**src/rtl/ps2_key_decoder_pkg.sv**
```systemverilog
// Shared definitions for the PS/2 set-2 key decoder.
//   PS2_BREAK / PS2_EXT : scancode prefix bytes
//   KEY_TABLE           : make codes of the mapped keys, index = key number
//   ps2_state_e         : prefix-tracking FSM states
//   idx_width()         : width of a key index (minimum 1 bit)
package ps2_key_pkg;

  localparam logic [7:0] PS2_BREAK = 8'hF0;
  localparam logic [7:0] PS2_EXT   = 8'hE0;

  localparam int unsigned KEY_TABLE_LEN = 4;
  // Entry i holds the make code for key i: F, Q, H, X.
  localparam logic [KEY_TABLE_LEN-1:0][7:0] KEY_TABLE = {8'h22, 8'h33, 8'h15, 8'h2B};

  typedef enum logic [1:0] {
    StIdle,
    StBrk,
    StExt,
    StExtBrk
  } ps2_state_e;

  function automatic int unsigned idx_width(input int unsigned n);
    return (n > 1) ? $clog2(n) : 1;
  endfunction

endpackage

```
**src/rtl/ps2_key_decoder_if.sv**
```systemverilog
// Byte-in / character-out handshake bundle of the key decoder.
//   scancode, scancode_valid : byte strobe from the PS/2 receiver
//   char_ready               : renderer accepts the head character
//   char_valid               : a decoded character is available
//   start_address_out        : glyph ROM start address of that character
// master = receiver/renderer side, slave = decoder side.
interface ps2_key_decoder_if #(
  parameter int unsigned ADDR_W = 6
) ();

  logic [7:0]        scancode;
  logic              scancode_valid;
  logic              char_ready;
  logic              char_valid;
  logic [ADDR_W-1:0] start_address_out;

  modport master (
    output scancode, scancode_valid, char_ready,
    input  char_valid, start_address_out
  );

  modport slave (
    input  scancode, scancode_valid, char_ready,
    output char_valid, start_address_out
  );

endinterface

```
**src/rtl/ps2_key_decoder_key_fifo.sv**
```systemverilog
// key_fifo: synchronous FIFO with full/empty flags.
//   vga_clk, rst_n : clock, asynchronous active-low reset
//   clear          : synchronous flush
//   push/push_data : write request; accepted when not full or when popping
//   pop/pop_data   : read request (ignored when empty), head data
//   full, empty    : occupancy flags
// DEPTH must be a power of two >= 2.
module key_fifo #(
  parameter int unsigned WIDTH = 2,
  parameter int unsigned DEPTH = 4
) (
  input  logic             vga_clk,
  input  logic             rst_n,
  input  logic             clear,
  input  logic             push,
  input  logic [WIDTH-1:0] push_data,
  input  logic             pop,
  output logic [WIDTH-1:0] pop_data,
  output logic             full,
  output logic             empty
);

  localparam int unsigned PTR_W = $clog2(DEPTH);

  logic [WIDTH-1:0] mem [DEPTH];
  // Extra MSB distinguishes full from empty when the indices match.
  logic [PTR_W:0]   wr_q, rd_q;
  logic             do_push, do_pop;

  assign empty    = (wr_q == rd_q);
  assign full     = (wr_q[PTR_W] != rd_q[PTR_W]) && (wr_q[PTR_W-1:0] == rd_q[PTR_W-1:0]);
  assign do_pop   = pop && !empty;
  // When full, a same-cycle pop frees the slot being written.
  assign do_push  = push && (!full || do_pop);
  assign pop_data = mem[rd_q[PTR_W-1:0]];

  always_ff @(posedge vga_clk) begin
    if (do_push) begin
      mem[wr_q[PTR_W-1:0]] <= push_data;
    end
  end

  always_ff @(posedge vga_clk or negedge rst_n) begin
    if (!rst_n) begin
      wr_q <= '0;
      rd_q <= '0;
    end else if (clear) begin
      wr_q <= '0;
      rd_q <= '0;
    end else begin
      if (do_push) wr_q <= wr_q + {{PTR_W{1'b0}}, 1'b1};
      if (do_pop)  rd_q <= rd_q + {{PTR_W{1'b0}}, 1'b1};
    end
  end

endmodule

```
**src/rtl/ps2_key_decoder.sv**
```systemverilog
// ps2_key_decoder: PS/2 set-2 scancodes -> glyph ROM start addresses.
//   vga_clk, rst_n : pixel clock, asynchronous active-low reset
//   clear          : synchronous flush of FIFO, key_held and overflow
//   bus (slave)    : scancode byte strobe in, character valid/ready out
//   key_held       : bit i set while key i is pressed
//   overflow       : sticky, a decoded character was dropped
// Build option: PS2_TYPEMATIC_EN makes every make code of a held key push
// again (auto-repeat); by default a break is needed between pushes.
module ps2_key_decoder
  import ps2_key_pkg::*;
#(
  parameter int unsigned NUM_KEYS   = 4,
  parameter int unsigned ADDR_W     = 6,
  parameter int unsigned GLYPH_LOG2 = 4,
  parameter int unsigned FIFO_DEPTH = 4
) (
  input  logic                vga_clk,
  input  logic                rst_n,
  input  logic                clear,
  ps2_key_decoder_if.slave    bus,
  output logic [NUM_KEYS-1:0] key_held,
  output logic                overflow
);

  localparam int unsigned IDX_W      = idx_width(NUM_KEYS);
  localparam int unsigned NUM_MAPPED = (NUM_KEYS < KEY_TABLE_LEN) ? NUM_KEYS : KEY_TABLE_LEN;
  localparam int unsigned SH_W       = IDX_W + GLYPH_LOG2;

  ps2_state_e          state_q;
  logic [NUM_KEYS-1:0] key_held_q;
  logic                overflow_q;

  logic             hit;
  logic [IDX_W-1:0] hit_idx;
  logic             make_push;
  logic             push, pop, full, empty;
  logic [IDX_W-1:0] head;
  logic [SH_W-1:0]  head_shifted;

  always_comb begin
    hit     = 1'b0;
    hit_idx = '0;
    for (int unsigned i = 0; i < NUM_MAPPED; i++) begin
      if (!hit && bus.scancode == KEY_TABLE[i]) begin
        hit     = 1'b1;
        hit_idx = IDX_W'(i);
      end
    end
  end

`ifdef PS2_TYPEMATIC_EN
  assign make_push = 1'b1;
`else
  // Typematic repeats of a held key only refresh key_held.
  assign make_push = !key_held_q[hit_idx];
`endif

  // Push decided from the incoming byte so the character is visible next cycle.
  assign push = bus.scancode_valid && (state_q == StIdle) && hit && make_push;
  assign pop  = !empty && bus.char_ready;

  always_ff @(posedge vga_clk or negedge rst_n) begin
    if (!rst_n) begin
      state_q    <= StIdle;
      key_held_q <= '0;
    end else if (clear) begin
      state_q    <= StIdle;
      key_held_q <= '0;
    end else if (bus.scancode_valid) begin
      unique case (state_q)
        StIdle: begin
          if (bus.scancode == PS2_BREAK) begin
            state_q <= StBrk;
          end else if (bus.scancode == PS2_EXT) begin
            state_q <= StExt;
          end else if (hit) begin
            key_held_q[hit_idx] <= 1'b1;
          end
        end
        StBrk: begin
          if (hit) key_held_q[hit_idx] <= 1'b0;
          state_q <= StIdle;
        end
        // No extended keys are mapped; their bytes are dropped.
        StExt: begin
          state_q <= (bus.scancode == PS2_BREAK) ? StExtBrk : StIdle;
        end
        StExtBrk: begin
          state_q <= StIdle;
        end
      endcase
    end
  end

  always_ff @(posedge vga_clk or negedge rst_n) begin
    if (!rst_n) begin
      overflow_q <= 1'b0;
    end else if (clear) begin
      overflow_q <= 1'b0;
    end else if (push && full && !pop) begin
      overflow_q <= 1'b1;
    end
  end

  key_fifo #(
    .WIDTH (IDX_W),
    .DEPTH (FIFO_DEPTH)
  ) u_fifo (
    .vga_clk   (vga_clk),
    .rst_n     (rst_n),
    .clear     (clear),
    .push      (push),
    .push_data (hit_idx),
    .pop       (pop),
    .pop_data  (head),
    .full      (full),
    .empty     (empty)
  );

  assign head_shifted          = SH_W'(head) << GLYPH_LOG2;
  assign bus.char_valid        = !empty;
  assign bus.start_address_out = empty ? '0 : ADDR_W'(head_shifted);
  assign key_held              = key_held_q;
  assign overflow              = overflow_q;

endmodule

```
**src/flat_wrapper.sv**
```systemverilog
// flat-port wrapper written by rule: the top's interface ports become plain ports
module ps2_key_decoder_flat import ps2_key_pkg::*;
#(
  parameter int unsigned NUM_KEYS   = 4,
  parameter int unsigned ADDR_W     = 6,
  parameter int unsigned GLYPH_LOG2 = 4,
  parameter int unsigned FIFO_DEPTH = 4
)
  (vga_clk, rst_n, clear, key_held, overflow, bus_scancode, bus_scancode_valid, bus_char_ready, bus_char_valid, bus_start_address_out);
  ps2_key_decoder_if #(.ADDR_W(ADDR_W)) bus_i ();
  input  logic vga_clk;
  input  logic rst_n;
  input  logic clear;
  output logic [NUM_KEYS-1:0] key_held;
  output logic overflow;
  input wire logic [$bits(bus_i.scancode)-1:0] bus_scancode;
  input wire logic [$bits(bus_i.scancode_valid)-1:0] bus_scancode_valid;
  input wire logic [$bits(bus_i.char_ready)-1:0] bus_char_ready;
  output wire logic [$bits(bus_i.char_valid)-1:0] bus_char_valid;
  output wire logic [$bits(bus_i.start_address_out)-1:0] bus_start_address_out;
  assign bus_i.scancode = bus_scancode;
  assign bus_i.scancode_valid = bus_scancode_valid;
  assign bus_i.char_ready = bus_char_ready;
  assign bus_char_valid = bus_i.char_valid;
  assign bus_start_address_out = bus_i.start_address_out;
  ps2_key_decoder #(.NUM_KEYS(NUM_KEYS), .ADDR_W(ADDR_W), .GLYPH_LOG2(GLYPH_LOG2), .FIFO_DEPTH(FIFO_DEPTH)) u_core (.vga_clk(vga_clk), .rst_n(rst_n), .clear(clear), .bus(bus_i), .key_held(key_held), .overflow(overflow));
endmodule
```
**config.mk**
```make
export PLATFORM = sky130hd
export DESIGN_NAME = ps2_key_decoder_flat
export DESIGN_NICKNAME = d
export VERILOG_FILES = /design/src/rtl/ps2_key_decoder_pkg.sv /design/src/rtl/ps2_key_decoder_if.sv /design/src/rtl/ps2_key_decoder_key_fifo.sv /design/src/rtl/ps2_key_decoder.sv /design/src/flat_wrapper.sv
export SDC_FILE = /design/constraint.sdc
export NUM_CORES = 1
export LEC_CHECK = 0
export BUFFER_PORTS_ARGS = -buffer_cell sky130_fd_sc_hd__buf_2
export CAP_MARGIN = 20
export CELL_PAD_IN_SITES_DETAIL_PLACEMENT = 2
export CELL_PAD_IN_SITES_GLOBAL_PLACEMENT = 2
export CORE_MARGIN = 2
export CORE_UTILIZATION = 31
export DETAILED_ROUTE_END_ITERATION = 16
export PLACE_DENSITY_LB_ADDON = 0.1
export SYNTH_ARGS = -nofsm -noshare
export SYNTH_HDL_FRONTEND = slang
export SYNTH_SLANG_ARGS = --single-unit
```
**constraint.sdc**
```tcl
create_clock -name vga_clk -period 1.65 [get_ports vga_clk]
set_input_delay 0.2475 -clock vga_clk [delete_from_list [all_inputs] [get_ports vga_clk]]
set_output_delay 0.2475 -clock vga_clk [all_outputs]
set_load 0.02 [all_outputs]
```
==> results of run 1 <==
-- worst reg2reg max path, stage by stage (launching register included) --
cell	delay, ps
dfrtp_2	420
or3_4	340
a211oi_4	240
o211ai_1	210
a211oi_4	280
mux2_4	330
-- cells in the mapped netlist, drive strengths merged, types with 3 or more instances --
cell type  instances  area (um^2)
dfrtp             13          325
nor2              12         45.0
edfxtp             8          240
nand2              8         30.0
and2               6         37.5
nand3              6         30.0
a21oi              5         25.0
buf                5         35.0
ha                 5         62.6
a211oi             4         47.5
inv                4         15.0
mux2i              4         40.0
nand2b             4         25.0
nand3b             4         42.5
nor2b              3         18.8
nor3               3         26.3
nor4               3         25.0
xor2               3         26.3
-- worst paths after layout --
path                                                     start                                 to  depth (start not counted)
worst max-delay path            u_core.key_held[3]$_DFFE_PN0P_  u_core.u_fifo.wr_q[0]$_DFFE_PN0P_                          5
worst min-delay path                            bus_char_ready  u_core.u_fifo.rd_q[1]$_DFFE_PN0P_                          3
worst max register to register  u_core.key_held[3]$_DFFE_PN0P_  u_core.u_fifo.wr_q[0]$_DFFE_PN0P_                          5
worst min register to register     u_core.overflow$_DFFE_PN0P_        u_core.overflow$_DFFE_PN0P_                          2
max in group asynchronous                                rst_n     u_core.key_held[3]$_DFFE_PN0P_                          2
min in group asynchronous                                rst_n      u_core.state_q[1]$_DFFE_PN0P_                          2
-- routing by layer --
| layer | vias to the layer above | track usage | wire [um] |
|---|---|---|---|
| li1 | 583 | - | - |
| met1 | 621 | 0.225 | 1990 |
| met2 | 13 | 0.313 | 2200 |
| met3 | 2 | 0.0260 | 86 |
| met4 | 0 | 0.0256 | 20 |
| met5 | - | 0 | 0 |
-- registers in the layout (all words and copies together), names as in the netlist --
signal,cells
u_core.u_fifo.mem,8
u_core.key_held,4
u_core.u_fifo.rd_q,3
u_core.u_fifo.wr_q,3
u_core.state_q,2
u_core.overflow,1
-- layout make-up --
type	instances	area, um^2	share of cell area
inverter	4	15.0	0.00755
sequential	21	567	0.285
clock buffer	4	45.0	0.0227
timing repair buffer	62	438	0.220
multi-input combinational	100	858	0.432
tap	52	65.1	0.0327
-- kinds of logic (layout without fill, tap and decap cells) --
logic type,count (synthesis),in the layout,synth area share
and+or+nand+nor,61,61,0.281
adders and majority gates,5,5,0.0460
AOI/OAI and AO/OA,17,17,0.101
xor gates and xnor gates,5,5,0.0322
DFF,21,21,0.416
muxes,8,8,0.0819
other,1,4,0.00276
buffers and inverters,10,70,0.0395
-- repair_timing --
action / CTS / global route
pin swaps: 1 / 7
gates resized for setup: 9 / 19
setup endpoints to repair: 16 / 17
hold buffers: 1 / 0
gates cloned: 0 / 0
buffers inserted: 2 / 2
hold endpoints to repair: 13 / 0
-- report_power, final --
part,internal (uW),switching [uW],total [uW],leakage [uW]
combinational,67.1,86.6,154,0.000614
sequential,540,1.12,541,0.000246
clock,172,163,334,0.0000228
-- metrics by stage --
stage          cell area (um^2)  instances
2_1_floorplan              1380        131
3_3_place_gp               1780        234
3_5_place_dp               1780        234
4_1_cts                    1890        241
5_1_grt                    1990        243
6_report                   1990        243
==> flow_metrics.env, run 1 <==
export IMPL_status="finished, violations left"
export IMPL_violations="setup timing"
export IMPL_first_iter_violations=35
export IMPL_io_pin_count=25
export IMPL_required_ps=1790
export IMPL_worst_setup_path_start_kind="register"
export IMPL_dieArea_um2=4930
export IMPL_cp_slowest_stage_delay_ps=420
export IMPL_grt_ovfl_total=0
export IMPL_via_per_inst=5.02
export IMPL_finalCriticalPeriod_ps=1920
export IMPL_end_kind="register"
export IMPL_cp_num_buf_inv=0
export IMPL_synth_flop_cell="dfrtp_1"
export IMPL_syn_inst=128
export IMPL_post_drt_wl_per_cell_um=17.7
export IMPL_fin_worst_skew_ps=4.05
export IMPL_place_ws_ps=-337
export IMPL_drv_cap=0
export IMPL_worstHoldPathType="input pin to register"
export IMPL_crit_family="compound AO/OA/AOI/OAI gates"
export IMPL_start_util=0.317
export IMPL_num_vias=1219
export IMPL_core_um2=4290
export IMPL_ys_async_sr_fraction=0.619
export IMPL_ys_seq_area_frac=0.416
export IMPL_fin_setup_tns_ps=-3060
export IMPL_ys_warn_count=0
export IMPL_cts_sinks=21
export IMPL_io_buffers=20
export IMPL_criticalPathCategory="register to register"
export IMPL_synth_area_per_cell_um2=10.6
export IMPL_mostFrequentLayoutCells="buf_4 (39), buf_2 (18), dfrtp_1 (12)"
export IMPL_antenna_cells=0
export IMPL_cts_tree="done"
export IMPL_cts_root_buf="clkbuf_8"
export IMPL_setup_slack_ps=-272
export IMPL_grt_max_degree=17
export IMPL_fmax_mhz=520
export IMPL_final_common_cell="buf_4"
export IMPL_syn_area_um2=1360
export IMPL_cts_buffers=3
export IMPL_gp_congestion=0.827
export IMPL_crit_chain="or3_4, a211oi_4, o211ai_1, a211oi_4, mux2_4"
export IMPL_ys_ff_latch=21
export IMPL_synth_edff_count=8
export IMPL_dp_hpwl_um=3270
export IMPL_drive_gt1_frac=0.487
export IMPL_ant_nets=0
export IMPL_power_density_nw_per_um2=517
export IMPL_power_leakage_uw=0.000883
export IMPL_area_growth_pct=46.2
export IMPL_antenna_found_initial=0
export IMPL_grt_pass1_vias=1358
export IMPL_slowest_stage="dfrtp_2"
export IMPL_grt_usage=0.174
export IMPL_ir_drop_mv=0.434
export IMPL_fp_row_count=24
export IMPL_hold_viol=0
export IMPL_worst_ep_arrival_time_ps=2060
export IMPL_setup_viol=14
export IMPL_final_core_util=0.463
export IMPL_h_tree_depth=1
export IMPL_clockBufferDepth=2
export IMPL_post_route_period_util=1.16
export IMPL_hold_ws_ps=313
export IMPL_routed_wirelength_um=4290
export IMPL_die_h_um=70.2
export IMPL_nFillCells=466
export IMPL_synth_cell_types=47
export IMPL_cp_max_fo=3
export IMPL_crit_path_frequent_cell="a211oi_4"
export IMPL_rsz0062_at_grt="yes"
export IMPL_drc=0
export IMPL_finalPower_uw=1030
export IMPL_dr_pass1_iters=3
export IMPL_grt_pass1_wl_um=6760
export IMPL_r2r_slack_ps=-270
export IMPL_slew_viol_final=0
export IMPL_clk_pin_slew_ps=80
export IMPL_clk_latency_ps=260
export IMPL_die_width_um=70.2
export IMPL_final_nets=210
(Power assumes the default switching activity.)
==> run 2, diff against run 1 <==
- ABC_CLOCK_PERIOD_IN_PS: default -> 1650
- RECOVER_POWER: default -> 25
==> flow_metrics.env, run 2 (synthesis gave the netlist of run 1 again) <==
export IMPL_worst_setup_path_start_kind="register"
export IMPL_placed_area_um2=1780
export IMPL_clk_pin_slew_ps=80
export IMPL_power_density_nw_per_um2=518
export IMPL_drive_gt1_frac=0.482
export IMPL_fin_setup_tns_ps=-3060
export IMPL_slew_headroom=0.492
export IMPL_clk_latency_ps=260
export IMPL_dr_pass1_iters=3
export IMPL_design_area_um2=1990
export IMPL_hold_ws_ps=313
export IMPL_setup_slack_ps=-272
export IMPL_worstHoldPathType="input pin to register"
export IMPL_dieArea_um2=4930
export IMPL_place_ws_ps=-337
export IMPL_comb_power_share=0.149
export IMPL_largest_reg_flops=8
export IMPL_grt_pass1_vias=1358
export IMPL_grt_pass1_wl_um=6760
export IMPL_cp_max_fo=3
export IMPL_die_h_um=70.2
export IMPL_multi_input_area_um2=858
export IMPL_gp_congestion=0.827
export IMPL_core_um2=4290
export IMPL_end_kind="register"
export IMPL_ir_drop_mv=0.434
export IMPL_clkPwrFrac=0.325
export IMPL_via_per_inst=5.02
export IMPL_area_growth_pct=46.1
export IMPL_start_util=0.317
export IMPL_criticalPathCategory="register to register"
export IMPL_status="finished, violations left"
export IMPL_slew_viol_final=0
export IMPL_finalPower_uw=1030
export IMPL_p_sw_uw=250
export IMPL_intPower_uw=778
export IMPL_final_common_cell="buf_4"
export IMPL_fin_worst_skew_ps=4.05
export IMPL_cts_tree="done"
export IMPL_ant_nets=0
export IMPL_final_nets=210
export IMPL_routed_wirelength_um=4290
export IMPL_fp_row_count=24
export IMPL_hold_viol=0
export IMPL_grt_usage=0.174
export IMPL_worst_slew_pin_slew_ps=762
export IMPL_required_ps=1790
export IMPL_cts_root_buf="clkbuf_8"
export IMPL_io_buffers=20
export IMPL_first_iter_violations=35
export IMPL_worst_ep_arrival_time_ps=2060
export IMPL_pwr_share_seq=0.526
export IMPL_regArea_um2=567
export IMPL_cts_buffers=3
export IMPL_clockBufferDepth=2
export IMPL_mostFrequentLayoutCells="buf_4 (39), buf_2 (17), dfrtp_1 (12)"
export IMPL_grt_max_degree=17
export IMPL_fmax_mhz=520
export IMPL_sw_frac_of_total=0.243
export IMPL_drc=0
export IMPL_finalCriticalPeriod_ps=1920
export IMPL_num_vias=1219
export IMPL_nFillCells=467
export IMPL_violations="setup timing"
export IMPL_dp_hpwl_um=3270
export IMPL_grt_ovfl_total=0
export IMPL_drv_cap=0
export IMPL_power_leakage_uw=0.000880
export IMPL_cts_sinks=21
export IMPL_antenna_found_initial=0
export IMPL_h_tree_depth=1
export IMPL_die_width_um=70.2
export IMPL_post_route_period_util=1.16
export IMPL_antenna_cells=0
export IMPL_setup_viol=14
export IMPL_rsz0062_at_grt="yes"
export IMPL_post_drt_wl_per_cell_um=17.7
export IMPL_io_pin_count=25
==> run 2: per-layer routing <==
layer	GRT usage	wire length, um	up-vias
met5	0	0	-
met4	0.0256	20	0
met3	0.0260	86	2
met2	0.313	2200	13
met1	0.225	1990	621
li1	-	-	583
==> run 2: final timing paths <==
path	from	endpoint	slack, ps	cells past startpoint
max	u_core.key_held[3]$_DFFE_PN0P_	u_core.u_fifo.wr_q[0]$_DFFE_PN0P_	-270	5
min in group asynchronous	rst_n	u_core.state_q[1]$_DFFE_PN0P_	570	2
min reg2reg	u_core.overflow$_DFFE_PN0P_	u_core.overflow$_DFFE_PN0P_	520	2
max in group asynchronous	rst_n	u_core.key_held[3]$_DFFE_PN0P_	560	2
max reg2reg	u_core.key_held[3]$_DFFE_PN0P_	u_core.u_fifo.wr_q[0]$_DFFE_PN0P_	-270	5
min	bus_char_ready	u_core.u_fifo.rd_q[1]$_DFFE_PN0P_	310	3
==> run 2: stage by stage <==
| stage | util | instances |
|---|---|---|
| 2_1_floorplan | - | 131 |
| 3_3_place_gp | 0.415 | 234 |
| 3_5_place_dp | 0.415 | 234 |
| 4_1_cts | 0.439 | 241 |
| 5_1_grt | 0.463 | 243 |
| 6_report | 0.463 | 243 |
==> run 2: power groups by stage <==
stage | Combinational (uW) | Sequential, uW | Clock (uW)
floorplan | 57.3 | 552 | 0
global placement | 131 | 551 | 0
detailed placement | 137 | 551 | 0
CTS | 144 | 540 | 348
global route | 166 | 541 | 369
finish | 153 | 541 | 334
==> run 2: worst max-delay path, cell delays in order (launching register included) <==
cell and delay (ps):
dfrtp_2 420, or3_4 340, a211oi_4 240, o211ai_1 210, a211oi_4 280, mux2_4 330
==> run 2: layout make-up <==
type / instances / area share
multi-input cells: 100 / 0.432
flip-flops and latches: 21 / 0.285
clock buffers: 4 / 0.0227
inverters: 4 / 0.00756
repair buffers: 62 / 0.220
well taps: 52 / 0.0327
==> run 2: timing repair <==
item	in CTS	in global routing
pin swaps	1	7
endpoints found under the hold margin	13	0
gates resized for setup	9	19
hold buffers	1	0
buffers inserted	2	2
endpoints found under the setup margin	16	17
gates cloned	0	0
==> run 3, diff against run 2 <==
- CORE_ASPECT_RATIO: default -> 0.5
- REMOVE_ABC_BUFFERS: default -> 1
==> flow_metrics.env, run 3 (synthesis gave the netlist of run 1 again) <==
export IMPL_crit_start="u_core.key_held[3]$_DFFE_PN0P_"
export IMPL_cts_buffers=3
export IMPL_hold_viol=0
export IMPL_cts_sinks=21
export IMPL_required_ps=1640
export IMPL_io_pin_count=25
export IMPL_grt_max_degree=17
export IMPL_cts_tree="done"
export IMPL_regArea_um2=567
export IMPL_core_um2=4040
export IMPL_slew_viol_final=0
export IMPL_antenna_cells=0
export IMPL_mostFrequentLayoutCells="buf_4 (31), buf_2 (16), nor2_1 (12), dfrtp_1 (12)"
export IMPL_cp_num_buf_inv=0
export IMPL_start_util=0.336
export IMPL_rsz0062_at_grt="yes"
export IMPL_crit_path_frequent_cell="a211oi_4"
export IMPL_ant_nets=0
export IMPL_post_drt_wl_per_cell_um=16.5
export IMPL_grt_usage=0.172
export IMPL_io_buffers=20
export IMPL_r2r_start="u_core.key_held[3]$_DFFE_PN0P_"
export IMPL_largest_reg_flops=8
export IMPL_dp_hpwl_um=3100
export IMPL_fmax_mhz=539
export IMPL_drive_gt1_frac=0.448
export IMPL_area_growth_pct=40.9
export IMPL_status="finished, violations left"
export IMPL_routed_wirelength_um=3920
export IMPL_wl_met1_um=1800
export IMPL_hold_ws_ps=291
export IMPL_clk_latency_ps=270
export IMPL_criticalPathCategory="register to register"
export IMPL_final_common_cell="buf_4"
export IMPL_place_ws_ps=-411
export IMPL_ir_drop_mv=0.283
export IMPL_cp_slowest_stage_delay_ps=400
export IMPL_fp_row_count=16
export IMPL_clk_pin_slew_ps=80
export IMPL_setup_slack_ps=-206
export IMPL_grt_pass1_vias=1293
export IMPL_die_h_um=50.8
export IMPL_routed_wl_met2_um=1950
export IMPL_gp_congestion=0.755
export IMPL_worst_slew_pin_slew_ps=767
export IMPL_die_width_um=97.7
export IMPL_end_kind="register"
export IMPL_finalPower_uw=1040
export IMPL_drc=0
export IMPL_slew_headroom=0.489
export IMPL_via_per_inst=4.94
export IMPL_antenna_found_initial=0
export IMPL_fin_worst_skew_ps=0.933
export IMPL_setup_viol=15
export IMPL_min_from="bus_char_ready"
export IMPL_violations="setup timing"
export IMPL_power_density_nw_per_um2=541
export IMPL_slowest_stage="dfrtp_1"
export IMPL_worstHoldPathType="input pin to register"
export IMPL_crit_family="simple AND/OR/NAND/NOR gates"
export IMPL_power_leakage_uw=0.000835
export IMPL_dpl_cell_count=227
export IMPL_cts_root_buf="clkbuf_8"
export IMPL_post_route_period_util=1.13
export IMPL_h_tree_depth=1
export IMPL_layout_cells_non_filler=237
export IMPL_fin_setup_tns_ps=-2540
export IMPL_clockBufferDepth=2
export IMPL_grt_ovfl_total=0
export IMPL_finalCriticalPeriod_ps=1860
export IMPL_first_iter_violations=19
export IMPL_dr_pass1_iters=4
export IMPL_dieArea_um2=4970
export IMPL_grt_pass1_wl_um=6640
export IMPL_nFillCells=430
export IMPL_crit_chain="or3_4, a211oi_4, nor2_1, a211oi_4, and2_4"
export IMPL_num_vias=1171
export IMPL_dr_wl_met3_um=128
export IMPL_worst_setup_path_start_kind="register"
export IMPL_cp_max_fo=4
export IMPL_drv_cap=0
export IMPL_topRoutingLayerUsed="met4"
export IMPL_final_nets=202
export IMPL_worst_ep_arrival_time_ps=1850
export IMPL_multi_input_area_um2=838
-- run 3: where the power goes --
group          switching (uW)  internal, uW  total, uW
registers                1.10           540        541
clock network             184           169        353
logic                    80.8          63.3        144
-- run 3: area by class of cell --
class / count / area share
Sequential cell: 21 / 0.296
Clock inverter: 1 / 0.00261
Timing Repair Buffer: 54 / 0.200
Tap cell: 54 / 0.0352
Multi-Input combinational cell: 100 / 0.437
Clock buffer: 3 / 0.0215
Inverter: 4 / 0.00783
-- run 3: final timing paths --
path	to	slack (ps)	cells after the start
setup / recovery	u_core.u_fifo.mem[1][0]$_DFFE_PP_	-210	5
hold / removal	u_core.u_fifo.rd_q[1]$_DFFE_PN0P_	290	3
setup reg to reg	u_core.u_fifo.mem[1][0]$_DFFE_PP_	-210	5
hold reg to reg	u_core.overflow$_DFFE_PN0P_	520	2
max in group asynchronous	u_core.u_fifo.rd_q[0]$_DFFE_PN0P_	570	2
min in group asynchronous	u_core.u_fifo.rd_q[0]$_DFFE_PN0P_	560	2
-- run 3: through the flow --
| step | utilization | area (um^2) |
|---|---|---|
| finish | 0.474 | 1920 |
| global route | 0.474 | 1920 |
| CTS | 0.457 | 1850 |
| detailed placement | 0.423 | 1710 |
| global placement | 0.423 | 1710 |
| floorplan | - | 1330 |
-- run 3: what timing repair did --
action                     4_1_cts  5_1_grt
pin swaps                        6        8
cloned                           0        0
setup buffers                    3        2
gates resized for setup         14       13
setup endpoints to repair       15       17
hold buffers                     1        0
hold endpoints to repair        13        0
-- run 3: layer usage --
layer / up-vias / global-route usage
met5: - / 0
met3: 4 / 0.0369
met2: 22 / 0.309
li1: 567 / -
met1: 578 / 0.220
met4: 0 / 0.0324
-- run 3: worst min-delay path, stage by stage --
cell     delay [ps]
buf_2           130
nand3_1          80
a21oi_1          60
